`src/rtl/ex_stage.sv`:
```
// Execute stage: single-cycle ALU plus iterative MULT/DIV with HI/LO registers.
// Define EX_STAGE_DIV_EN to build the 32-iteration restoring divider for DIV/DIVU.
module ex_stage (
  input  logic        CLK,
  input  logic        RST,
  input  logic        in_valid,
  input  logic [31:0] Ins,
  input  logic [31:0] nextPC,
  input  logic [31:0] Rdata1,
  input  logic [31:0] Rdata2,
  input  logic [31:0] Ed32,
  output logic        busy,
  output logic        out_valid,
  output logic [31:0] Result,
  output logic [31:0] Rdata2_o,
  output logic [31:0] Ins_o,
  output logic [31:0] nextPC_o
);
`ifdef EX_STAGE_DIV_EN
  typedef enum logic [1:0] {IDLE = 2'd0, MUL = 2'd1, DIV = 2'd2, DONE = 2'd3} state_t;
`else
  typedef enum logic [1:0] {IDLE = 2'd0, MUL = 2'd1, DONE = 2'd3} state_t;
`endif

  state_t      state_q, state_d;
  logic [31:0] result_q, rdata2_q, ins_q, npc_q, hi_q, lo_q;
  logic        out_valid_q;
  logic [4:0]  cnt_q;
  logic [63:0] acc_q, opa_q;
  logic [31:0] opb_q;
  logic        sgn_q;

  logic [5:0]  op, funct;
  logic [4:0]  shamt;
  logic        accept, is_mult, is_div, signed_op;
  logic [31:0] abs_a, abs_b, alu_res, fin_hi, fin_lo;
  logic [63:0] prod, mul_acc_nx;

  assign op     = Ins[31:26];
  assign funct  = Ins[5:0];
  assign shamt  = Ins[10:6];
  assign busy   = (state_q != IDLE);
  assign accept = in_valid && !busy;
  assign is_mult = (op == 6'h00) && (funct == 6'h18 || funct == 6'h19);
`ifdef EX_STAGE_DIV_EN
  assign is_div  = (op == 6'h00) && (funct == 6'h1A || funct == 6'h1B);
`else
  assign is_div  = 1'b0;
`endif
  // MULT and DIV have funct[0]==0; the unsigned forms set it
  assign signed_op = !funct[0];
  assign abs_a = (signed_op && Rdata1[31]) ? -Rdata1 : Rdata1;
  assign abs_b = (signed_op && Rdata2[31]) ? -Rdata2 : Rdata2;

  always_comb begin
    alu_res = 32'h0;
    if (op == 6'h00) begin
      case (funct)
        6'h00: alu_res = Rdata2 << shamt;
        6'h02: alu_res = Rdata2 >> shamt;
        6'h03: alu_res = $signed(Rdata2) >>> shamt;
        6'h04: alu_res = Rdata2 << Rdata1[4:0];
        6'h06: alu_res = Rdata2 >> Rdata1[4:0];
        6'h07: alu_res = $signed(Rdata2) >>> Rdata1[4:0];
        6'h10: alu_res = hi_q;
        6'h12: alu_res = lo_q;
        6'h20, 6'h21: alu_res = Rdata1 + Rdata2;
        6'h22, 6'h23: alu_res = Rdata1 - Rdata2;
        6'h24: alu_res = Rdata1 & Rdata2;
        6'h25: alu_res = Rdata1 | Rdata2;
        6'h26: alu_res = Rdata1 ^ Rdata2;
        6'h27: alu_res = ~(Rdata1 | Rdata2);
        6'h2A: alu_res = {31'h0, $signed(Rdata1) < $signed(Rdata2)};
        6'h2B: alu_res = {31'h0, Rdata1 < Rdata2};
        default: alu_res = 32'h0;
      endcase
    end else begin
      case (op)
        6'h08, 6'h09, 6'h23, 6'h2B: alu_res = Rdata1 + Ed32;
        6'h0A: alu_res = {31'h0, $signed(Rdata1) < $signed(Ed32)};
        6'h0B: alu_res = {31'h0, Rdata1 < Ed32};
        6'h0C: alu_res = Rdata1 & {16'h0, Ins[15:0]};
        6'h0D: alu_res = Rdata1 | {16'h0, Ins[15:0]};
        6'h0E: alu_res = Rdata1 ^ {16'h0, Ins[15:0]};
        6'h0F: alu_res = {Ins[15:0], 16'h0};
        default: alu_res = 32'h0;
      endcase
    end
  end

  assign mul_acc_nx = opb_q[0] ? acc_q + opa_q : acc_q;

`ifdef EX_STAGE_DIV_EN
  // Divide: acc_q = {remainder, dividend/quotient}; opa_q[31:0] keeps the raw dividend.
  logic        is_div_q, rneg_q, dz_q;
  logic [33:0] trial;
  logic [63:0] div_acc_nx;
  assign trial      = {1'b0, acc_q[63:31]} - {2'b0, opb_q};
  assign div_acc_nx = trial[33] ? {acc_q[62:0], 1'b0} : {trial[31:0], acc_q[30:0], 1'b1};
`endif

  always_comb begin
    prod   = sgn_q ? -acc_q : acc_q;
    fin_hi = prod[63:32];
    fin_lo = prod[31:0];
`ifdef EX_STAGE_DIV_EN
    if (is_div_q) begin
      if (dz_q) begin
        fin_hi = opa_q[31:0];
        fin_lo = 32'hFFFF_FFFF;
      end else begin
        fin_hi = rneg_q ? -acc_q[63:32] : acc_q[63:32];
        fin_lo = sgn_q  ? -acc_q[31:0]  : acc_q[31:0];
      end
    end
`endif
  end

  always_comb begin
    state_d = state_q;
    case (state_q)
      IDLE: if (accept && is_mult)     state_d = MUL;
            else if (accept && is_div) state_d = state_t'(2'd2);
      MUL:  if (cnt_q == 5'd31) state_d = DONE;
`ifdef EX_STAGE_DIV_EN
      DIV:  if (cnt_q == 5'd31) state_d = DONE;
`endif
      DONE: state_d = IDLE;
      default: state_d = IDLE;
    endcase
  end

  always_ff @(posedge CLK or negedge RST) begin
    if (!RST) state_q <= IDLE;
    else      state_q <= state_d;
  end

  always_ff @(posedge CLK or negedge RST) begin
    if (!RST) begin
      out_valid_q <= 1'b0;
      result_q <= '0; rdata2_q <= '0; ins_q <= '0; npc_q <= '0;
      hi_q <= '0; lo_q <= '0; cnt_q <= '0;
      acc_q <= '0; opa_q <= '0; opb_q <= '0; sgn_q <= 1'b0;
`ifdef EX_STAGE_DIV_EN
      is_div_q <= 1'b0; rneg_q <= 1'b0; dz_q <= 1'b0;
`endif
    end else begin
      out_valid_q <= 1'b0;
      if (accept) begin
        rdata2_q <= Rdata2;
        ins_q    <= Ins;
        npc_q    <= nextPC;
        cnt_q    <= '0;
        sgn_q    <= signed_op && (Rdata1[31] ^ Rdata2[31]);
`ifdef EX_STAGE_DIV_EN
        is_div_q <= is_div;
        rneg_q   <= signed_op && Rdata1[31];
        dz_q     <= (Rdata2 == 32'h0);
`endif
        if (is_mult) begin
          acc_q <= '0;
          opa_q <= {32'h0, abs_a};
          opb_q <= abs_b;
        end else if (is_div) begin
          acc_q <= {32'h0, abs_a};
          opa_q <= {32'h0, Rdata1};
          opb_q <= abs_b;
        end else begin
          result_q    <= alu_res;
          out_valid_q <= 1'b1;
        end
      end
      if (state_q == MUL) begin
        acc_q <= mul_acc_nx;
        opa_q <= opa_q << 1;
        opb_q <= opb_q >> 1;
        cnt_q <= cnt_q + 5'd1;
      end
`ifdef EX_STAGE_DIV_EN
      if (state_q == DIV) begin
        acc_q <= div_acc_nx;
        cnt_q <= cnt_q + 5'd1;
      end
`endif
      if (state_q == DONE) begin
        hi_q        <= fin_hi;
        lo_q        <= fin_lo;
        result_q    <= fin_lo;
        out_valid_q <= 1'b1;
      end
    end
  end

  assign out_valid = out_valid_q;
  assign Result    = result_q;
  assign Rdata2_o  = rdata2_q;
  assign Ins_o     = ins_q;
  assign nextPC_o  = npc_q;
endmodule

```
`config.mk`:
```
export PLATFORM = sky130hd
export DESIGN_NAME = ex_stage
export DESIGN_NICKNAME = d
export VERILOG_FILES = /design/src/rtl/ex_stage.sv
export SDC_FILE = /design/constraint.sdc
export NUM_CORES = 2
export LEC_CHECK = 0
export ABC_AREA = 1
export ABC_CLOCK_PERIOD_IN_PS = 4700
export BUFFER_PORTS_ARGS = -buffer_cell sky130_fd_sc_hd__clkbuf_2
export CAP_MARGIN = 20
export CORE_ASPECT_RATIO = 1.25
export CORE_MARGIN = 10
export CORE_UTILIZATION = 35
export DETAILED_ROUTE_END_ITERATION = 16
export PLACE_DENSITY = 0.5
export SETUP_SLACK_MARGIN = 0.15
export SYNTH_ARGS = -nofsm -noshare
export SYNTH_HDL_FRONTEND = slang
export SYNTH_SLANG_ARGS = --single-unit
export TNS_END_PERCENT = 50
```
`constraint.sdc`:
```
create_clock -name CLK -period 4.7 [get_ports CLK]
set_input_delay 0.94 -clock CLK [delete_from_list [all_inputs] [get_ports CLK]]
set_output_delay 0.94 -clock CLK [all_outputs]
set_load 0.01 [all_outputs]
```
Yosys cells after proc, flatten, opt, wreduce, memory -nomap -nowiden
Cells that the tools add are included.
{"block": "totals", "reg_bits": 361, "inputBits": 163, "word_cells": 125}
{"block": "classes", "add_sub_neg": 8, "order_cmp": 4, "eq_ne": 36, "shifts": 6, "n_mux": 27, "bitwise_logic": 8, "reduce_logical": 23}
{"cell": "2-to-1 mux 64 bit", "count": 8}
{"cell": "one-hot mux 32 bit (16 select lines)", "count": 1}
{"cell": "2-to-1 mux 32 bit", "count": 9}
{"cell": "one-hot mux 32 bit (7 select lines)", "count": 1}
{"cell": "less-than comparator 32 bit", "count": 4}
{"cell": "equality test 6 bit (second input constant)", "count": 12}
{"cell": "adder 32 bit", "count": 2}
{"cell": "adder 64 bit", "count": 1}
{"cell": "negator 32 bit", "count": 2}
{"cell": "negator 64 bit", "count": 1}
{"cell": "left shift 32 x 5 -> 32 bit", "count": 2}
{"cell": ">> shifter 32 x 5 -> 32 bit", "count": 2}
{"cell": ">>> shifter 32 x 5 -> 32 bit", "count": 2}
{"cell": "equality test 6 x 4 -> 1 bit (second input constant)", "count": 8}
{"cell": "bitwise AND 32 x 16 -> 32 bit", "count": 1}
{"cell": "bitwise AND 32 bit", "count": 1}
{"cell": "NOT 32 bit", "count": 1}
{"cell": "bitwise OR 32 x 16 -> 32 bit", "count": 1}
{"cell": "bitwise OR 32 bit", "count": 1}
{"cell": "subtractor 32 bit", "count": 1}
{"cell": "XOR 32 x 16 -> 32 bit", "count": 1}
{"cell": "XOR 32 bit", "count": 1}
{"cell": "equality test 6 x 5 -> 1 bit (second input constant)", "count": 4}
{"cell": "equality test 6 x 3 -> 1 bit (second input constant)", "count": 3}
{"cell": "other kinds (22)", "count": 42}

Longest topological paths before layout
{"block": "depth", "ltp_word": 7, "ltp_mapped": 23}

Least setup slack after synthesis
Ideal clock, no wire load.
{"block": "synth_path", "path_type": "input-to-reg", "startpoint": "in Rdata2[10]", "endpoint": "reg result_q[22] (netlist: Result[22])", "setup_ns": 0.121, "arrival_time_ns": 3.074, "required_time_ns": 4.579, "slack_ns": 1.505, "stages": 17, "path_cell_list": "clkbuf_1 -> inv_1 -> ha_1 -> clkbuf_1 -> nand2_1 -> nor2_1 -> nand2_1 -> o21ai_0 -> nand2_1 -> nand2_1 -> a21oi_1 -> o21ai_0 -> nand3_1 -> o21ai_1 -> nand2_1 -> nand2_1 -> a21oi_1"}
{"block": "synth_between", "elab_chain_len": 6, "elab_cells_between_ends": 13, "classes_between": "add/sub: 2; shift: 6; mux: 5"}
{"element": "from (decl)", "line_no": "10", "rtl": "input logic [31:0] Rdata2,"}
{"element": "subtractor 32 bit (tied with other cells)", "line_no": "68", "rtl": "6'h22, 6'h23: alu_res = Rdata1 - Rdata2;"}
{"element": "one-hot mux 32 bit (16 select lines) (*)", "line_no": "58", "rtl": "case (funct)"}
{"element": "2-to-1 mux 32 bit (*)", "line_no": "57", "rtl": "if (op == 6'h00) begin"}
{"element": "2-to-1 mux 32 bit (*)", "line_no": "160", "rtl": "if (is_mult) begin"}
{"element": "2-to-1 mux 32 bit (*)", "line_no": "149", "rtl": "if (accept) begin"}
{"element": "2-to-1 mux 32 bit (*)", "line_no": "185", "rtl": "if (state_q == DONE) begin"}
{"element": "to (signal assigned)", "line_no": "169", "rtl": "result_q <= alu_res;"}
{"element": "to (signal assigned)", "line_no": "188", "rtl": "result_q <= fin_lo;"}
{"element": "to (decl)", "line_no": "26", "rtl": "logic [31:0] result_q, rdata2_q, ins_q, npc_q, hi_q, lo_q;"}
Every way passes the cells marked *; elsewhere a longest branch is shown, timed or not. The select of a mux whose other input is x is not followed.
A chain may end at the register's enable or synchronous reset.

Worst setup path in the final report
{"block": "layout_path", "startpoint": "in Rdata1[0]", "endpoint": "reg result_q[20] (netlist: Result[20])"}
{"block": "layout_between", "elab_chain_len": 6, "elab_cells_between_ends": 12, "classes_between": "add/sub: 3; shift: 3; mux: 6"}
{"element": "from (decl)", "line_no": "9", "rtl": "input logic [31:0] Rdata1,"}
{"element": "subtractor 32 bit (tied with other cells)", "line_no": "68"}
{"element": "one-hot mux 32 bit (16 select lines) / one-hot mux 32 bit (7 select lines) (equally long branches)", "line_no": "58, 78"}
{"element": "2-to-1 mux 32 bit (*)", "line_no": "57"}
{"element": "2-to-1 mux 32 bit (*)", "line_no": "160"}
{"element": "2-to-1 mux 32 bit (*)", "line_no": "149"}
{"element": "2-to-1 mux 32 bit (*)", "line_no": "185"}
Marks and branches as above.

==> summary.txt <==
Clocking
  • # hold bufs at CTS: 0
  • Gates resized, CTS repair: 0
  • Clock Path Buffers: 3
  • Setup repair bufs after CTS: 0
  • CTS tree: done
  • Clock transition at path regs: 0.08 ns
  • CTS Buf Count: 44
  • H-Tree Depth: 2
  • CTS root buf: clkbuf_16
  • Clock sinks: 361
  • Worst-Skew Late Latency: 0.64 ns

Logic synthesis
  • Top cells by area, synth: dfrtp_1 (25%), nand2_1 (16%), ha_1 (9.4%)
  • Syn_nets: 6309
  • Largest area contributor in the netlist: dfrtp_1
  • Async S/R FF share, synth: 100%
  • Most common cell in the netlist: nand2_1
  • Synth Register Bits: 361
  • Sequential area share after synthesis: 24.5%
  • Avg Inst Size Synth: 6.28 um^2
  • Unique masters post-synth: 62
  • Top FF cell, synth: dfrtp_1
  • Cells after Synth: 5866
  • Synth cell count leaders: nand2_1 (1576), inv_1 (627), nand3_1 (574)
  • Synthesized area: 0.0368 mm^2
  • Post-synth top area share: 24.5%
  • Warnings from Yosys: 0
  • EDFF count, synth: 0

Power and ir drop
  • Seq pwr share: 28.6%
  • Max IR drop VDD: 326 uV
  • Internal Power: 0.00783 W
  • Clock power share: 25.1%
  • Switching share of power: 46.2%
  • Lkg Pwr: 21.6 nW
  • Combinational Power Share: 46.3%
  • Total chip power: 0.0146 W
  • Switch Pwr: 0.00673 W
  • Pwr per Cell Area: 333 mW/mm^2

Placed design
  • RePlAce Congestion: 1.04
  • Detailed Place HPWL: 188000 um
  • Port Buffers: 292

Global routing
  • First-pass GRT wire length: 315000 um
  • Met1 Usage GRT: 44.4%
  • GRT busiest layer: met2
  • Met2 Use GR: 60.2%
  • Largest net degree at the start of global routing: 97
  • Routing usage on met3: 4.88%
  • Gr usage total: 36.9%
  • Initial antenna violation count: 6
  • Total gr overflow: 0
  • Vias in the first global route: 42600

Timing
  • RSZ-0062 raised after global routing: no
  • Setup_tns: 0 ns
  • Worst-Margin Slew: 1.23 ns
  • Final-report setup violation count: 0
  • Slew Viols, Final: 0
  • Period utilization: 88.4%
  • Worst slew margin: 17.2%
  • Hold Fails Final Rpt: 0
  • Fmax achieved: 241 MHz
  • Clk_skew: 0.0238 ns
  • Final worst path period need: 4.15 ns

Setup path
  • Crit path max fanout: 6
  • Worst Path Required: 5.25 ns
  • CP Launch Type: primary input
  • Crit end category: flop
  • Critical path class: in -> reg
  • WP data arrival: 4.71 ns

Route
  • Vias post-DR: 44500
  • Remaining routing DRC violations: 0
  • Antenna viol nets, final: 0
  • Final WL: 227000 um
  • DR pass1 iterations: 6
  • Initial drt markers: 4811
  • Vias per cell: 5.74
  • Routed wire per std cell: 29.3 um

Floorplanning
  • Num rows: 133
  • Initial Utilization: 35.1%
  • Die width: 310 um
  • # IOs: 293
  • Core box area: 0.105 mm^2
  • Die area: 0.119 mm^2
  • Die height: 383 um

Final layout
  • Fraction of layout cells with a size suffix above 1: 13.6%
  • P&R area growth vs syn: 18.8%
  • NumNets Final: 6815

Worst hold path
  • Worst hold path type: in -> async

Run
  • Max cap viols: 0

Status
  • Status: complete, no violations
## sequential cells by signal, indices dropped and copies added, names as in the netlist
| name | count |
|---|---|
| Result | 32 |
| out_valid | 1 |
| Rdata2_o | 32 |
| lo_q | 32 |
| acc_q | 64 |
| Ins_o | 32 |
| nextPC_o | 32 |
| opa_q | 64 |
| cnt_q | 5 |
| state_q | 2 |
| sgn_q | 1 |
| hi_q | 32 |
| opb_q | 32 |
## logic make-up (layout without fill, tap and decap cells)
kind of cell | after synthesis | after routing | synth area share (%)
and+or+nand+nor | 2978 | 2978 | 34.0
AOI/OAI and AO/OA | 1261 | 1261 | 20.2
buffers and inverters | 900 | 1442 | 9.64
DFF | 361 | 361 | 24.5
adders and majority gates | 280 | 280 | 9.60
xor gates and xnor gates | 86 | 86 | 2.05
other | 0 | 2 | 0
## layout by cell type (no fill, tap or decap), types with 16 or more instances in the layout
cell type,instances
nand3_1,574
a22oi_1,16
inv_1,625
clkbuf_16,44
inv_2,29
buf_12,20
a211oi_1,19
o22ai_1,78
buf_4,379
o221ai_1,52
nor4_1,28
o21bai_1,33
xor2_1,72
a31oi_1,31
nand2_1,1573
ha_1,276
nor3_1,87
o21ai_1,46
o21ai_0,414
a21oi_1,363
clkbuf_2,291
dfrtp_1,361
o211ai_1,89
nor2_1,568
a21o_1,32
nand4_1,63
## path summary, 6_finish.rpt
check                           cells after the start  slack, ns                  start                        to
worst max-delay path                               22       0.55              Rdata1[0]    Result[20]$_DFFE_PN0P_
worst min-delay path                                1       0.30                    RST     Ins_o[10]$_DFFE_PN0P_
worst max register to register                     15       0.99   opa_q[0]$_DFFE_PN0P_     acc_q[58]$_DFFE_PN0P_
worst min register to register                      2       0.48  Ins_o[17]$_DFFE_PN0P_     Ins_o[17]$_DFFE_PN0P_
max in group asynchronous                           2       3.36                    RST  nextPC_o[14]$_DFFE_PN0P_
min in group CLK                                    2       0.48  Ins_o[17]$_DFFE_PN0P_     Ins_o[17]$_DFFE_PN0P_
## layout make-up
type | instances | area [um^2]
antenna | 2 | 5.00
multi-input combinational | 4605 | 24300
inverter | 669 | 2510
tap | 1350 | 1690
clock inverter | 23 | 275
clock buffer | 59 | 1230
sequential | 361 | 9030
timing repair buffer | 691 | 4720
fill | 11600 | 61100
## metrics by stage
step	setup WS [ns]	instance area, um^2	util [%]	hold WS [ns]	instances
final	0.546	43800	41.7	0.296	7760
after detailed placement	0.0669	42300	40.3	0.464	7676
after global placement	0.0448	42300	40.3	0.461	7676
after floorplan	1.50	36800	-	0.449	5866
after global routing	0.442	43800	41.7	0.359	7758
after CTS	0.724	43800	41.7	0.329	7758
## power by group through the flow
stage	sequential [W]	combinational (W)	clock, W
final	0.00416	0.00674	0.00366
after global routing	0.00421	0.00733	0.00384
after CTS	0.00414	0.00661	0.00373
after detailed placement	0.00420	0.00658	0
after global placement	0.00419	0.00657	0
after floorplan	0.00402	0.00400	0
## critical path, cell delays in order
cell and delay, ns:
clkbuf_2 0.21, ha_1 0.29, inv_1 0.11, fa_1 0.42
inv_1 0.15, nand3_1 0.12, nand2_1 0.11, buf_4 0.12
nand2_1 0.05, nand3_1 0.26, nand2_1 0.08, nand2_1 0.14
nand2_1 0.09, o21ai_0 0.24, o21ai_0 0.11, nor2_1 0.45
a21oi_1 0.08, nand3_1 0.11, nand2_1 0.14, nand2_1 0.21
nand2_1 0.09, a21oi_1 0.14
## per-layer routing
layer / vias to the layer above / routed length, um
met1: 21300 / 88200
met2: 2102 / 104000
met5: - / 28
met4: 4 / 19500
li1: 20600 / -
met3: 535 / 15900
Power figures use the tool's default switching activity.
